$ cat src/rtl/msrh_pkg.sv
// Shared types and helpers for the scheduler allocate/pick block.
// Used by both the MSRH_SCHED_OLDEST_PICK_EN and the fixed-priority builds.
package msrh_pkg;

  localparam int ENTRY_MAX = 32;

  // One row of the age matrix, sized for the largest supported scheduler.
  typedef logic [ENTRY_MAX-1:0] age_row_t;

  function automatic int cnt_width(input int entries);
    return $clog2(entries + 1);
  endfunction

  // Isolates the lowest set bit; shared by allocation and fixed-priority pick.
  function automatic age_row_t lsb_onehot(input age_row_t v);
    return v & (~v + age_row_t'(1));
  endfunction

endpackage

$ cat src/rtl/msrh_sched_alloc_pick_if.sv
// Dispatch/issue/release bundle between the scheduler front end and the allocator.
// Identical in both MSRH_SCHED_OLDEST_PICK_EN configurations.
interface msrh_sched_alloc_pick_if
  import msrh_pkg::*;
#(
  parameter int ENTRY_SIZE = 8
);

  localparam int CW = cnt_width(ENTRY_SIZE);

  // Dispatch handshake: an instruction is accepted in exactly the cycle where
  // disp_valid && disp_ready; put names the entry it lands in, valid next cycle.
  logic                  disp_valid;
  logic                  disp_ready;
  logic [ENTRY_SIZE-1:0] put;
  logic [ENTRY_SIZE-1:0] entry_ready;
  logic                  stall;
  logic                  pick_valid;
  logic [ENTRY_SIZE-1:0] picked;
  logic [ENTRY_SIZE-1:0] entry_finish;
  logic                  flush_all;
  logic [CW-1:0]         free_cnt;

  modport master (
    output disp_valid, entry_ready, stall, entry_finish, flush_all,
    input  disp_ready, put, pick_valid, picked, free_cnt
  );

  modport slave (
    input  disp_valid, entry_ready, stall, entry_finish, flush_all,
    output disp_ready, put, pick_valid, picked, free_cnt
  );

endinterface

$ cat src/rtl/msrh_sched_age_matrix.sv
// Age matrix and oldest-candidate select for the scheduler.
// Instantiated only when MSRH_SCHED_OLDEST_PICK_EN is defined.
module msrh_sched_age_matrix
  import msrh_pkg::*;
#(
  parameter int ENTRY_SIZE = 8
) (
  input  logic                  clk,
  input  logic                  rst_n,
  input  logic [ENTRY_SIZE-1:0] valid,
  input  logic [ENTRY_SIZE-1:0] put,
  input  logic                  flush,
  input  logic [ENTRY_SIZE-1:0] cand,
  output logic [ENTRY_SIZE-1:0] oldest
);

  // older_q[k][j] = 1: entry j was allocated before entry k.
  age_row_t              older_q [ENTRY_SIZE];
  age_row_t              older_d [ENTRY_SIZE];
  logic [ENTRY_SIZE-1:0] no_older;

  always_comb begin
    for (int k = 0; k < ENTRY_SIZE; k++) begin
      older_d[k] = older_q[k];
      for (int j = 0; j < ENTRY_SIZE; j++) begin
        if (put[j]) older_d[k][j] = 1'b0;
      end
      if (put[k]) older_d[k] = age_row_t'(valid);
      if (flush) older_d[k] = '0;
    end
  end

  always_ff @(posedge clk or negedge rst_n) begin
    if (!rst_n) begin
      for (int k = 0; k < ENTRY_SIZE; k++) older_q[k] <= '0;
    end else begin
      for (int k = 0; k < ENTRY_SIZE; k++) older_q[k] <= older_d[k];
    end
  end

  // Stale bits from freed entries are harmless: they are masked by cand.
  always_comb begin
    no_older = '0;
    for (int c = 0; c < ENTRY_SIZE; c++) begin
      no_older[c] = cand[c] & ~(|(older_q[c] & age_row_t'(cand)));
    end
  end

  assign oldest = ENTRY_SIZE'(lsb_onehot(age_row_t'(no_older)));

endmodule

$ cat src/rtl/msrh_sched_alloc_pick_core.sv
// Valid-vector bookkeeping, allocation and pick for the scheduler.
// MSRH_SCHED_OLDEST_PICK_EN selects the age-matrix picker over lowest-index pick.
module msrh_sched_alloc_pick_core
  import msrh_pkg::*;
#(
  parameter int ENTRY_SIZE = 8
) (
  input logic                   clk,
  input logic                   rst_n,
  msrh_sched_alloc_pick_if.slave bus
);

  localparam int CW = cnt_width(ENTRY_SIZE);

  logic [ENTRY_SIZE-1:0] r_valid;
  logic [ENTRY_SIZE-1:0] free_vec;
  logic [ENTRY_SIZE-1:0] put_vec;
  logic [ENTRY_SIZE-1:0] cand;
  logic [ENTRY_SIZE-1:0] sel;
  logic [ENTRY_SIZE-1:0] picked_vec;
  logic                  disp_ready;
  logic                  pick_valid;
  logic [CW-1:0]         free_cnt;

  // Allocation uses the registered free vector, so a same-cycle finish frees nothing yet.
  assign free_vec   = ~r_valid;
  assign disp_ready = (|free_vec) & ~bus.flush_all;
  assign put_vec    = (bus.disp_valid & disp_ready) ?
                      ENTRY_SIZE'(lsb_onehot(age_row_t'(free_vec))) : '0;

  // The entry being put is still free in r_valid, so it can never be a candidate.
  assign cand       = r_valid & bus.entry_ready;
  assign pick_valid = (|cand) & ~bus.stall & ~bus.flush_all;

`ifdef MSRH_SCHED_OLDEST_PICK_EN
  msrh_sched_age_matrix #(.ENTRY_SIZE(ENTRY_SIZE)) u_age (
    .clk    (clk),
    .rst_n  (rst_n),
    .valid  (r_valid),
    .put    (put_vec),
    .flush  (bus.flush_all),
    .cand   (cand),
    .oldest (sel)
  );
`else
  assign sel = ENTRY_SIZE'(lsb_onehot(age_row_t'(cand)));
`endif

  assign picked_vec = pick_valid ? sel : '0;

  always_comb begin
    free_cnt = '0;
    for (int i = 0; i < ENTRY_SIZE; i++) begin
      free_cnt = free_cnt + CW'(free_vec[i]);
    end
  end

  always_ff @(posedge clk or negedge rst_n) begin
    if (!rst_n) begin
      r_valid <= '0;
    end else if (bus.flush_all) begin
      r_valid <= '0;
    end else begin
      r_valid <= (r_valid & ~bus.entry_finish) | put_vec;
    end
  end

  assign bus.disp_ready = disp_ready;
  assign bus.put        = put_vec;
  assign bus.pick_valid = pick_valid;
  assign bus.picked     = picked_vec;
  assign bus.free_cnt   = free_cnt;

endmodule

$ cat src/rtl/msrh_sched_alloc_pick.sv
// Scheduler entry allocator and issue picker (top, flat ports).
// Define MSRH_SCHED_OLDEST_PICK_EN for oldest-first pick; default is lowest index.
module msrh_sched_alloc_pick
  import msrh_pkg::*;
#(
  parameter int ENTRY_SIZE = 8
) (
  input  logic                            i_clk,
  input  logic                            i_reset_n,
  input  logic                            i_disp_valid,
  output logic                            o_disp_ready,
  output logic [ENTRY_SIZE-1:0]           o_put,
  input  logic [ENTRY_SIZE-1:0]           i_entry_ready,
  input  logic                            i_stall,
  output logic                            o_pick_valid,
  output logic [ENTRY_SIZE-1:0]           o_picked,
  input  logic [ENTRY_SIZE-1:0]           i_entry_finish,
  input  logic                            i_flush_all,
  output logic [$clog2(ENTRY_SIZE+1)-1:0] o_free_cnt
);

  msrh_sched_alloc_pick_if #(.ENTRY_SIZE(ENTRY_SIZE)) bus ();

  assign bus.disp_valid   = i_disp_valid;
  assign bus.entry_ready  = i_entry_ready;
  assign bus.stall        = i_stall;
  assign bus.entry_finish = i_entry_finish;
  assign bus.flush_all    = i_flush_all;

  assign o_disp_ready = bus.disp_ready;
  assign o_put        = bus.put;
  assign o_pick_valid = bus.pick_valid;
  assign o_picked     = bus.picked;
  assign o_free_cnt   = bus.free_cnt;

  msrh_sched_alloc_pick_core #(.ENTRY_SIZE(ENTRY_SIZE)) u_core (
    .clk   (i_clk),
    .rst_n (i_reset_n),
    .bus   (bus.slave)
  );

endmodule

$ cat config.mk
export PLATFORM = sky130hd
export DESIGN_NAME = msrh_sched_alloc_pick
export DESIGN_NICKNAME = d
export VERILOG_FILES = /design/src/rtl/msrh_pkg.sv /design/src/rtl/msrh_sched_alloc_pick_if.sv /design/src/rtl/msrh_sched_age_matrix.sv /design/src/rtl/msrh_sched_alloc_pick_core.sv /design/src/rtl/msrh_sched_alloc_pick.sv
export SDC_FILE = /design/constraint.sdc
export NUM_CORES = 1
export LEC_CHECK = 0
export ABC_AREA = 1
export BUFFER_PORTS_ARGS = -buffer_cell sky130_fd_sc_hd__buf_2
export CAP_MARGIN = 20
export CORE_MARGIN = 5
export CORE_UTILIZATION = 30
export DETAILED_ROUTE_END_ITERATION = 10
export PLACE_DENSITY = 0.63
export SLEW_MARGIN = 25
export SYNTH_ARGS = -nofsm -noshare
export SYNTH_HDL_FRONTEND = slang
export SYNTH_SLANG_ARGS = --single-unit
$ cat constraint.sdc
create_clock -name i_clk -period 4.59 [get_ports i_clk]
set_clock_uncertainty 0.2 [all_clocks]
set_input_delay 0.459 -clock i_clk [delete_from_list [all_inputs] [get_ports i_clk]]
set_output_delay 0.459 -clock i_clk [all_outputs]
set_load 0.05 [all_outputs]
==> impl_metrics.yaml, run 1 <==
placed_design:
  dpl.hpwl_um: 1960
  io_buffers: 42
  gp_congestion: 0.835
  place_ws_ns: 0.874
  placed_area_um2: 1090
cells_and_area:
  fillers: 302
  area_growth_pct: 32.7
  seq_area_um2: 200
  largest_reg_flops: 8
  utilization: 0.410
  nets: 199
  multi_input_area_um2: 546
  final_area_um2: 1120
  top_register: "u_core.r_valid"
  drive_gt1_frac: 0.377
  diodes: 0
  top_regs: "u_core.r_valid (8)"
synthesis:
  synthTopCellsByCount: "inv_1 (25), nand2_1 (20), nor2_1 (14)"
  ys_ff_latch: 8
  ys_seq_area_frac: 0.237
  synth-edff-count: 0
  synth_cell_type_count: 19
  synthesis.area_um2: 845
  postSynthCellCount: 122
  yosys_warnings: 0
  synthArstFlopShare: 1.00
  synth.largest_area_cell: "dfrtp_1"
  yosysTopAreaCellShare: 0.237
  synth.most_common_cell: "inv_1"
  syn_avg_cell_area_um2: 6.92
  synth_area_leaders: "dfrtp_1 (24%), inv_1 (11%), fa_1 (9.5%), nand2_1 (8.9%), ha_1 (7.4%)"
  syn_nets: 152
  ys.flop_type: "dfrtp_1"
power:
  ir_worst_vdd_uv: 111
  leakage_nw: 0.640
  pwr_density_cell_nw_per_um2: 157
clock_network:
  cts_resized: 0
  numCtsBuffers: 3
  insertion_delay_ns: 0.25
  cts_sinks: 8
  cts_root_buf: "clkbuf_4"
  cts_tree: "built"
  clkTransAtPathRegs_ns: 0.06
  clockBufferDepth: 2
  htreeDepth: 1
worst_setup_path:
  ff2ff_path_depth: 8
  rrSetupSlack_ns: 3.01
  worstPathCellList: "inv_1, ha_1, fa_1, fa_1, inv_1, fa_1, fa_1, xnor2_1, buf_2"
  r2r-start: "u_core.r_valid[0]"
  critical_path.max_fanout: 5
  end_kind: "output port"
  crit_family: "adder cells"
  critical_path_class: "flip-flop to output port"
  startpoint: "u_core.r_valid[0]"
  critPathLaunchType: "flip-flop"
  critical_path_depth: 9
  critPathSlowestCell: "fa_1"
  cpMostUsedCell: "fa_1"
  worst_r2r_endpoint: "u_core.r_valid[7]"
  arrival_ns: 3.32
  cp.required_ns: 3.93
  crit_buf_inv: 3
  slowest_delay_ns: 0.50
  crit_end: "o_free_cnt[2]"
run_status:
  status: "completed"
sta:
  rsz0062_at_grt: "false"
  period_minus_slack_ns: 3.98
  setup_viol: 0
  timing.final.ws_setup_ns: 0.612
  final.period_utilization: 0.867
  tightest_slew_ns: 0.305
  slew_headroom: 0.797
  fmax_mhz: 251
  slew_viol_final: 0
  finalSetupTns_ns: 0
  hold_viol: 0
job:
  drv_cap: 0
die:
  coreArea_um2: 2730
  dieHeight_um: 63.1
  start_util: 0.309
  num_rows: 19
  die_w_um: 63.1
  io_pins: 43
  die-area_um2: 3980
global_route:
  antenna_found_initial: 0
  grt_pass1_wl_um: 4020
  grt_overflow: 0
  grt_pass1_vias: 918
  grt_max_degree: 12
  gr-usage-all-layers: 0.122
routing:
  drt_iter0_drc: 34
  ant_nets: 0
  vias: 915
  wl_per_cell_um: 11.7
  firstDrtPassIters: 4
  via_per_inst: 4.62
  wl_um: 2310
  drc: 0
worst_hold_path:
  min_path_type: "primary input to flip-flop"
cell type report:
class                      instances  share of cell area
multi-input combinational         88               0.487
tap                               31              0.0346
clock buffer                       3              0.0201
sequential                         8               0.179
inverter                          25              0.0837
timing repair buffer              43               0.196
metrics by stage:
stage | std cells | power (mW) | hold slack [ns]
after CTS | 198 | 0.179 | 0.238
after floorplan | 122 | 0.103 | -0.0366
after global placement | 194 | 0.121 | 0.117
after detailed placement | 194 | 0.122 | 0.126
final | 198 | 0.176 | 0.243
after global routing | 198 | 0.189 | 0.248
cells in the final DEF (no fill, tap or decap):
cell type / netlist / routed
buf_2: 1 / 42
inv_1: 25 / 25
nand2_1: 20 / 20
nor2_1: 14 / 14
dfrtp_1: 8 / 8
nor2_2: 7 / 7
nand3_1: 7 / 7
nand4_1: 7 / 7
a21oi_1: 7 / 7
or2_2: 5 / 5
ha_1: 5 / 5
nor3_1: 4 / 4
fa_1: 4 / 4
clkbuf_4: 0 / 3
nand2_2: 2 / 2
nand3_2: 2 / 2
nor2_4: 1 / 1
o21ai_2: 1 / 1
xnor2_1: 1 / 1
o21ai_0: 1 / 1
dlygate4sd3_1: 0 / 1
report_power, final:
part / leakage, nW / total (mW) / switching [mW] / internal, mW
Combinational: 0.515 / 0.0491 / 0.0335 / 0.0155
Sequential: 0.111 / 0.0722 / 0.00102 / 0.0712
Clock: 0.0138 / 0.0544 / 0.0244 / 0.0300
worst reg2reg max path, cell delays in order (launching register included):
cell	delay, ns
dfrtp_1	0.44
ha_1	0.24
inv_1	0.09
nor2_2	0.05
nand2_2	0.14
nand3_2	0.11
nor2_2	0.14
nor2_2	0.04
nor2_1	0.07
metal layers:
layer  track usage  share of wire  vias to the layer above
li1              -              -                      477
met1         0.154           0.45                      400
met2         0.190           0.44                       36
met3        0.0373          0.093                        2
met4        0.0557          0.013                        0
met5             0              0                        -
worst min path at each step:
stage | start | endpoint | depth (start not counted)
2_1_floorplan | i_reset_n | u_core.r_valid[0] | 0
3_5_place_dp | i_reset_n | u_core.r_valid[5] | 1
3_3_place_gp | i_reset_n | u_core.r_valid[7] | 1
4_1_cts | i_entry_finish[3] | u_core.r_valid[3] | 4
5_1_grt | i_entry_finish[3] | u_core.r_valid[3] | 4
6_report | i_entry_finish[3] | u_core.r_valid[3] | 4
cell families after synthesis:
| logic type | share of synthesized area |
|---|---|
| xor+xnor | 0.0104 |
| flops | 0.237 |
| compound gates | 0.0578 |
| fa+ha+maj | 0.169 |
| simple gates | 0.409 |
| buf+inv | 0.117 |
what timing repair did:
| item | CTS | global route |
|---|---|---|
| hold buffers | 1 | 0 |
| buffers inserted | 0 | 0 |
| endpoints found under the setup margin | 0 | 0 |
| endpoints found under the hold margin | 8 | 0 |
Note: power is estimated with default switching activity, not from simulation.
==> run 2, diff against run 1 <==
ABC_AREA = 0   (was 1)
==> run 2 against run 1 <==
Against the previous run: first-iteration DRC count up 15%; cell count down 14%; hold slack worse by 0.070 ns; setup slack worse by 0.048 ns; routed wire length up 4.2%; clock-buffer cell count unchanged; final area down 3.3%; largest cell class unchanged; maximum frequency down 1.2%; critical path type unchanged.
==> impl_metrics.yaml, run 2 <==
global_route:
  gr-usage-all-layers: 0.134
  grtUsageMet1: 0.172
  grt_use_met2: 0.220
  grt_pass1_vias: 874
  grt_max_degree: 15
  antenna_found_initial: 0
  grt_pass1_wl_um: 3780
  met3_usage: 0.0413
  grt_overflow: 0
  gr-max-usage-layer: "met2"
sta:
  finalSetupTns_ns: 0
  fmax_mhz: 248
  slew_headroom: 0.789
  finalHoldWorstSlack_ns: 0.173
  hold_viol: 0
  tightest_slew_ns: 0.317
  period_minus_slack_ns: 4.03
  timing.final.ws_setup_ns: 0.563
  setup_viol: 0
  final.period_utilization: 0.877
  rsz0062_at_grt: "false"
  slew_viol_final: 0
synthesis:
  ys_ff_latch: 8
  synth.largest_area_cell: "dfrtp_1"
  synth_area_leaders: "dfrtp_1 (25%), fa_1 (9.9%), ha_1 (7.8%), inv_1 (5.1%), nor2_1 (5.1%)"
  synthTopCellsByCount: "inv_1 (11), nor2_1 (11), nand2_1 (10)"
  synth-compound-area-share: 0.147
  ys_seq_area_frac: 0.248
  syn_avg_cell_area_um2: 8.49
  synth_top_family_by_area: "simple AND/OR/NAND/NOR gates"
  synthMuxAreaShare: 0
  synth_xor_area_frac: 0.0109
  ys.flop_type: "dfrtp_1"
  synthesis.area_um2: 807
  yosysTopAreaCellShare: 0.248
  synth_cell_type_count: 35
  yosys_warnings: 0
  syn_nets: 125
  synthArstFlopShare: 1.00
  synthSimpleGateAreaFrac: 0.361
  synth-edff-count: 0
  postSynthCellCount: 95
  synthAdderAreaFrac: 0.177
cells_and_area:
  most-common-layout-cells: "buf_2 (42), inv_1 (11), nor2_1 (11), nand2_1 (10), dfrtp_1 (8)"
  multi_input_area_um2: 562
  area_growth_pct: 34.3
  nets: 172
  largest_reg_flops: 8
  layout_commonest_cell: "buf_2"
  top_regs: "u_core.r_valid (8)"
  drive_gt1_frac: 0.386
  fillers: 259
  seq_area_um2: 200
  diodes: 0
  top_register: "u_core.r_valid"
clock_network:
  cts_sinks: 8
  htreeDepth: 1
  cts_root_buf: "clkbuf_4"
  clockBufferDepth: 2
  cts_resized: 0
  numCtsBuffers: 3
  cts_tree: "built"
  clkTransAtPathRegs_ns: 0.06
  cts_hold_buf: 1
  postCtsSetupBuffers: 0
  insertion_delay_ns: 0.26
power:
  pwr_density_cell_nw_per_um2: 185
  ir_worst_vdd_uv: 106
  leakage_nw: 0.532
routing:
  firstDrtPassIters: 4
  wl_um: 2410
  wl_per_cell_um: 14.2
  drc: 0
  drt_iter0_drc: 39
  via_per_inst: 5.26
  ant_nets: 0
  vias: 895
worst_setup_path:
  worstPathCellList: "inv_1, ha_1, fa_1, fa_1, inv_1, fa_1, fa_1, xnor2_1, buf_2"
  slowest_delay_ns: 0.53
  critPathLaunchType: "flip-flop"
  critical_path.max_fanout: 9
  crit_family: "adder cells"
  crit_buf_inv: 3
  arrival_ns: 3.37
  critPathSlowestCell: "dfrtp_1"
  cpMostUsedCell: "fa_1"
  cp.required_ns: 3.93
  end_kind: "output port"
  critical_path_class: "flip-flop to output port"
die:
  start_util: 0.320
  die_w_um: 61.9
  coreArea_um2: 2520
  num_rows: 18
  die-area_um2: 3830
  io_pins: 43
  dieHeight_um: 61.9
placed_design:
  dpl.hpwl_um: 1940
  gp_congestion: 0.841
  io_buffers: 42
  place_ws_ns: 0.834
worst_hold_path:
  min_path_type: "primary input to flip-flop"
job:
  drv_cap: 0
run_status:
  status: "completed"
run 2: cell count changes after synthesis, sizes merged, moves of 4 or more:
cell | before | now
nand2 | 22 | 11
nand3 | 9 | 4
nand4 | 7 | 3
or2 | 5 | 0
inv | 25 | 11
nor2 | 22 | 11
a21oi | 7 | 2
run 2: report_power, final:
group	internal [mW]	switching [mW]	total, mW	leakage, nW
logic	0.0231	0.0468	0.0699	0.408
registers	0.0717	0.00295	0.0747	0.110
clock network	0.0301	0.0260	0.0560	0.0138
run 2: per-stage QoR:
stage,total power [mW],util,area [um^2],instances
floorplan,0.122,-,807,95
global placement,0.144,0.417,1050,166
detailed placement,0.146,0.417,1050,166
CTS,0.202,0.430,1080,170
global route,0.214,0.430,1080,170
finish,0.201,0.430,1080,170
run 2: path summary, 6_finish.rpt:
check                                     to  cells after the start  slack, ns         startpoint
max in group asynchronous  u_core.r_valid[1]                      2       3.63          i_reset_n
min                        u_core.r_valid[3]                      2       0.17  i_entry_finish[3]
min in group asynchronous  u_core.r_valid[2]                      2       0.37          i_reset_n
max                            o_free_cnt[2]                      9       0.56  u_core.r_valid[0]
min reg2reg                u_core.r_valid[6]                      2       0.46  u_core.r_valid[6]
max reg2reg                u_core.r_valid[1]                      4       2.87  u_core.r_valid[0]
run 2: area by class of cell:
| class | count | area share |
|---|---|---|
| inverter | 11 | 0.0381 |
| tap | 30 | 0.0346 |
| multi-input combinational | 75 | 0.518 |
| sequential | 8 | 0.185 |
| clock buffer | 3 | 0.0208 |
| timing repair buffer | 43 | 0.203 |
run 2: cell families (layout without fill, tap and decap cells):
kind of cell / count (synthesis) / after routing
flops: 8 / 8
simple gates: 52 / 52
xor+xnor: 1 / 1
compound gates: 13 / 13
buf+inv: 12 / 57
fa+ha+maj: 9 / 9
run 2: layer usage:
metal	part of all wire	vias up
met4	0.0033	0
met1	0.45	419
met5	0	-
li1	-	425
met2	0.44	49
met3	0.11	2
run 2: worst reg2reg max path: cells and delay by family, from the launching register on:
kind,cells,cell delay (ns)
AOI/OAI and AO/OA,1,0.10
adders and majority gates,1,0.29
DFF,1,0.53
and+or+nand+nor,2,0.47
==> run 3, diff against run 2 <==
CELL_PAD_IN_SITES_DETAIL_PLACEMENT = 1   (was not set)
CELL_PAD_IN_SITES_GLOBAL_PLACEMENT = 2   (was not set)
CORE_UTILIZATION = 25   (was 30)
HOLD_SLACK_MARGIN = 0.02   (was not set)
PLACE_DENSITY = 0.88   (was 0.63)
==> run 3 against run 2 <==
Against the previous run: routed wire length is 8.4% higher; critical path depth stayed put; setup slack worse by 0.044 ns; maximum frequency is 1.1% lower; hold slack better by 0.022 ns; clock power is 5.5% lower; clock-buffer cell count stayed put; highest routed layer is now met3; utilization is 7.2 points lower; global-route usage is 0.76 points lower; final area is 1.6% higher; sequential share of layout area is 0.29 points lower; non-clock buffer count stayed put.
==> impl_metrics.yaml, run 3 (same netlist as run 2, synthesis figures left out) <==
sta:
  final.period_utilization: 0.887
  rsz0062_at_grt: "false"
  slew_headroom: 0.790
  slew_viol_final: 0
  fmax_mhz: 246
  period_minus_slack_ns: 4.07
  timing.final.ws_setup_ns: 0.520
  tightest_slew_ns: 0.314
  finalHoldWorstSlack_ns: 0.195
  finalSetupTns_ns: 0
  setup_viol: 0
  hold_viol: 0
die:
  dieHeight_um: 66.8
  coreArea_um2: 3080
  die-area_um2: 4460
  start_util: 0.262
  num_rows: 20
  io_pins: 43
  die_w_um: 66.8
global_route:
  grtUsageMet1: 0.136
  grt_pass1_vias: 946
  grt_max_degree: 15
  antenna_found_initial: 0
  gr-usage-all-layers: 0.126
  grt_use_met2: 0.245
  grt_overflow: 0
  met3_usage: 0.0422
  grt_pass1_wl_um: 4300
  gr-max-usage-layer: "met2"
power:
  pwr_density_cell_nw_per_um2: 181
  ir_worst_vdd_uv: 129
  leakage_nw: 0.532
cells_and_area:
  top_regs: "u_core.r_valid (8)"
  seq_area_um2: 200
  fillers: 390
  drive_gt1_frac: 0.386
  most-common-layout-cells: "buf_2 (42), inv_1 (11), nor2_1 (11), nand2_1 (10), dfrtp_1 (8)"
  utilization: 0.358
  top_register: "u_core.r_valid"
  largest_reg_flops: 8
  area_growth_pct: 36.4
  nets: 172
  multi_input_area_um2: 562
  layout_commonest_cell: "buf_2"
  diodes: 0
routing:
  firstDrtPassIters: 4
  wl_per_cell_um: 14.2
  wl_um: 2610
  drc: 0
  via_per_inst: 4.68
  vias: 861
  ant_nets: 0
  drt_iter0_drc: 12
placed_design:
  io_buffers: 42
  dpl.hpwl_um: 2250
  gp_congestion: 0.761
  place_ws_ns: 0.789
clock_network:
  numCtsBuffers: 3
  cts_sinks: 8
  clockBufferDepth: 2
  cts_resized: 0
  clkTransAtPathRegs_ns: 0.05
  htreeDepth: 1
  cts_root_buf: "clkbuf_4"
  cts_tree: "built"
  insertion_delay_ns: 0.25
worst_setup_path:
  slowest_delay_ns: 0.52
  critical_path.max_fanout: 9
  end_kind: "output port"
  critPathSlowestCell: "dfrtp_1"
  arrival_ns: 3.41
  cpMostUsedCell: "fa_1"
  critical_path_class: "flip-flop to output port"
  cp.required_ns: 3.93
  critPathLaunchType: "flip-flop"
  worstPathCellList: "inv_1, ha_1, fa_1, fa_1, inv_1, fa_1, fa_1, xnor2_1, buf_2"
worst_hold_path:
  min_path_type: "primary input to flip-flop"
run_status:
  status: "completed"
job:
  drv_cap: 0
[run 3: cell counts in the layout (fill, tap and decap cells not counted)]
No cell type changed its count.
[run 3: path summary, 6_finish.rpt]
check                                   from                end  slack [ns]  cells after the start
setup reg to reg           u_core.r_valid[0]  u_core.r_valid[0]        2.87                      4
min in group asynchronous          i_reset_n  u_core.r_valid[2]        0.39                      2
max in group asynchronous          i_reset_n  u_core.r_valid[6]        3.63                      2
hold / removal             i_entry_finish[3]  u_core.r_valid[3]        0.20                      2
hold reg to reg            u_core.r_valid[6]  u_core.r_valid[6]        0.45                      2
setup / recovery           u_core.r_valid[0]      o_free_cnt[2]        0.52                      9
[run 3: power by group]
part           leakage (nW)  internal (mW)  switching [mW]
Combinational         0.408         0.0234          0.0478
Sequential            0.110         0.0718         0.00291
Clock                0.0138         0.0299          0.0230
Total                 0.532          0.125          0.0738
[run 3: cell type report]
class / instances / share of cell area
Multi-Input combinational cell: 75 / 0.510
Timing Repair Buffer: 43 / 0.200
Sequential cell: 8 / 0.182
Tap cell: 44 / 0.0500
Inverter: 11 / 0.0375
Clock buffer: 3 / 0.0205
[run 3: what timing repair did]
| action | in CTS | in global routing |
|---|---|---|
| endpoints found under the hold margin | 8 | 0 |
| hold buffers | 1 | 0 |
| setup buffers | 0 | 0 |
[run 3: critical path, delay by kind of cell (launching register included)]
kind / cells / cell delay [ns]
adders and majority gates: 5 / 2.05
xor gates and xnor gates: 1 / 0.16
buffers and inverters: 3 / 0.42
DFF: 1 / 0.52
[run 3: through the flow]
stage                     instance area [um^2]  cells  total power [mW]
after CTS                                 1100    184             0.204
after detailed placement                  1070    180             0.147
after global placement                    1070    180             0.145
after global routing                      1100    184             0.213
after floorplan                            807     95             0.122
final                                     1100    184             0.199
[run 3: metal layers]
metal  vias up  routed length (um)
met4         0                   0
met3         0                 125
met2        20                1410
met5         -                   0
met1       420                1080
li1        421                   -
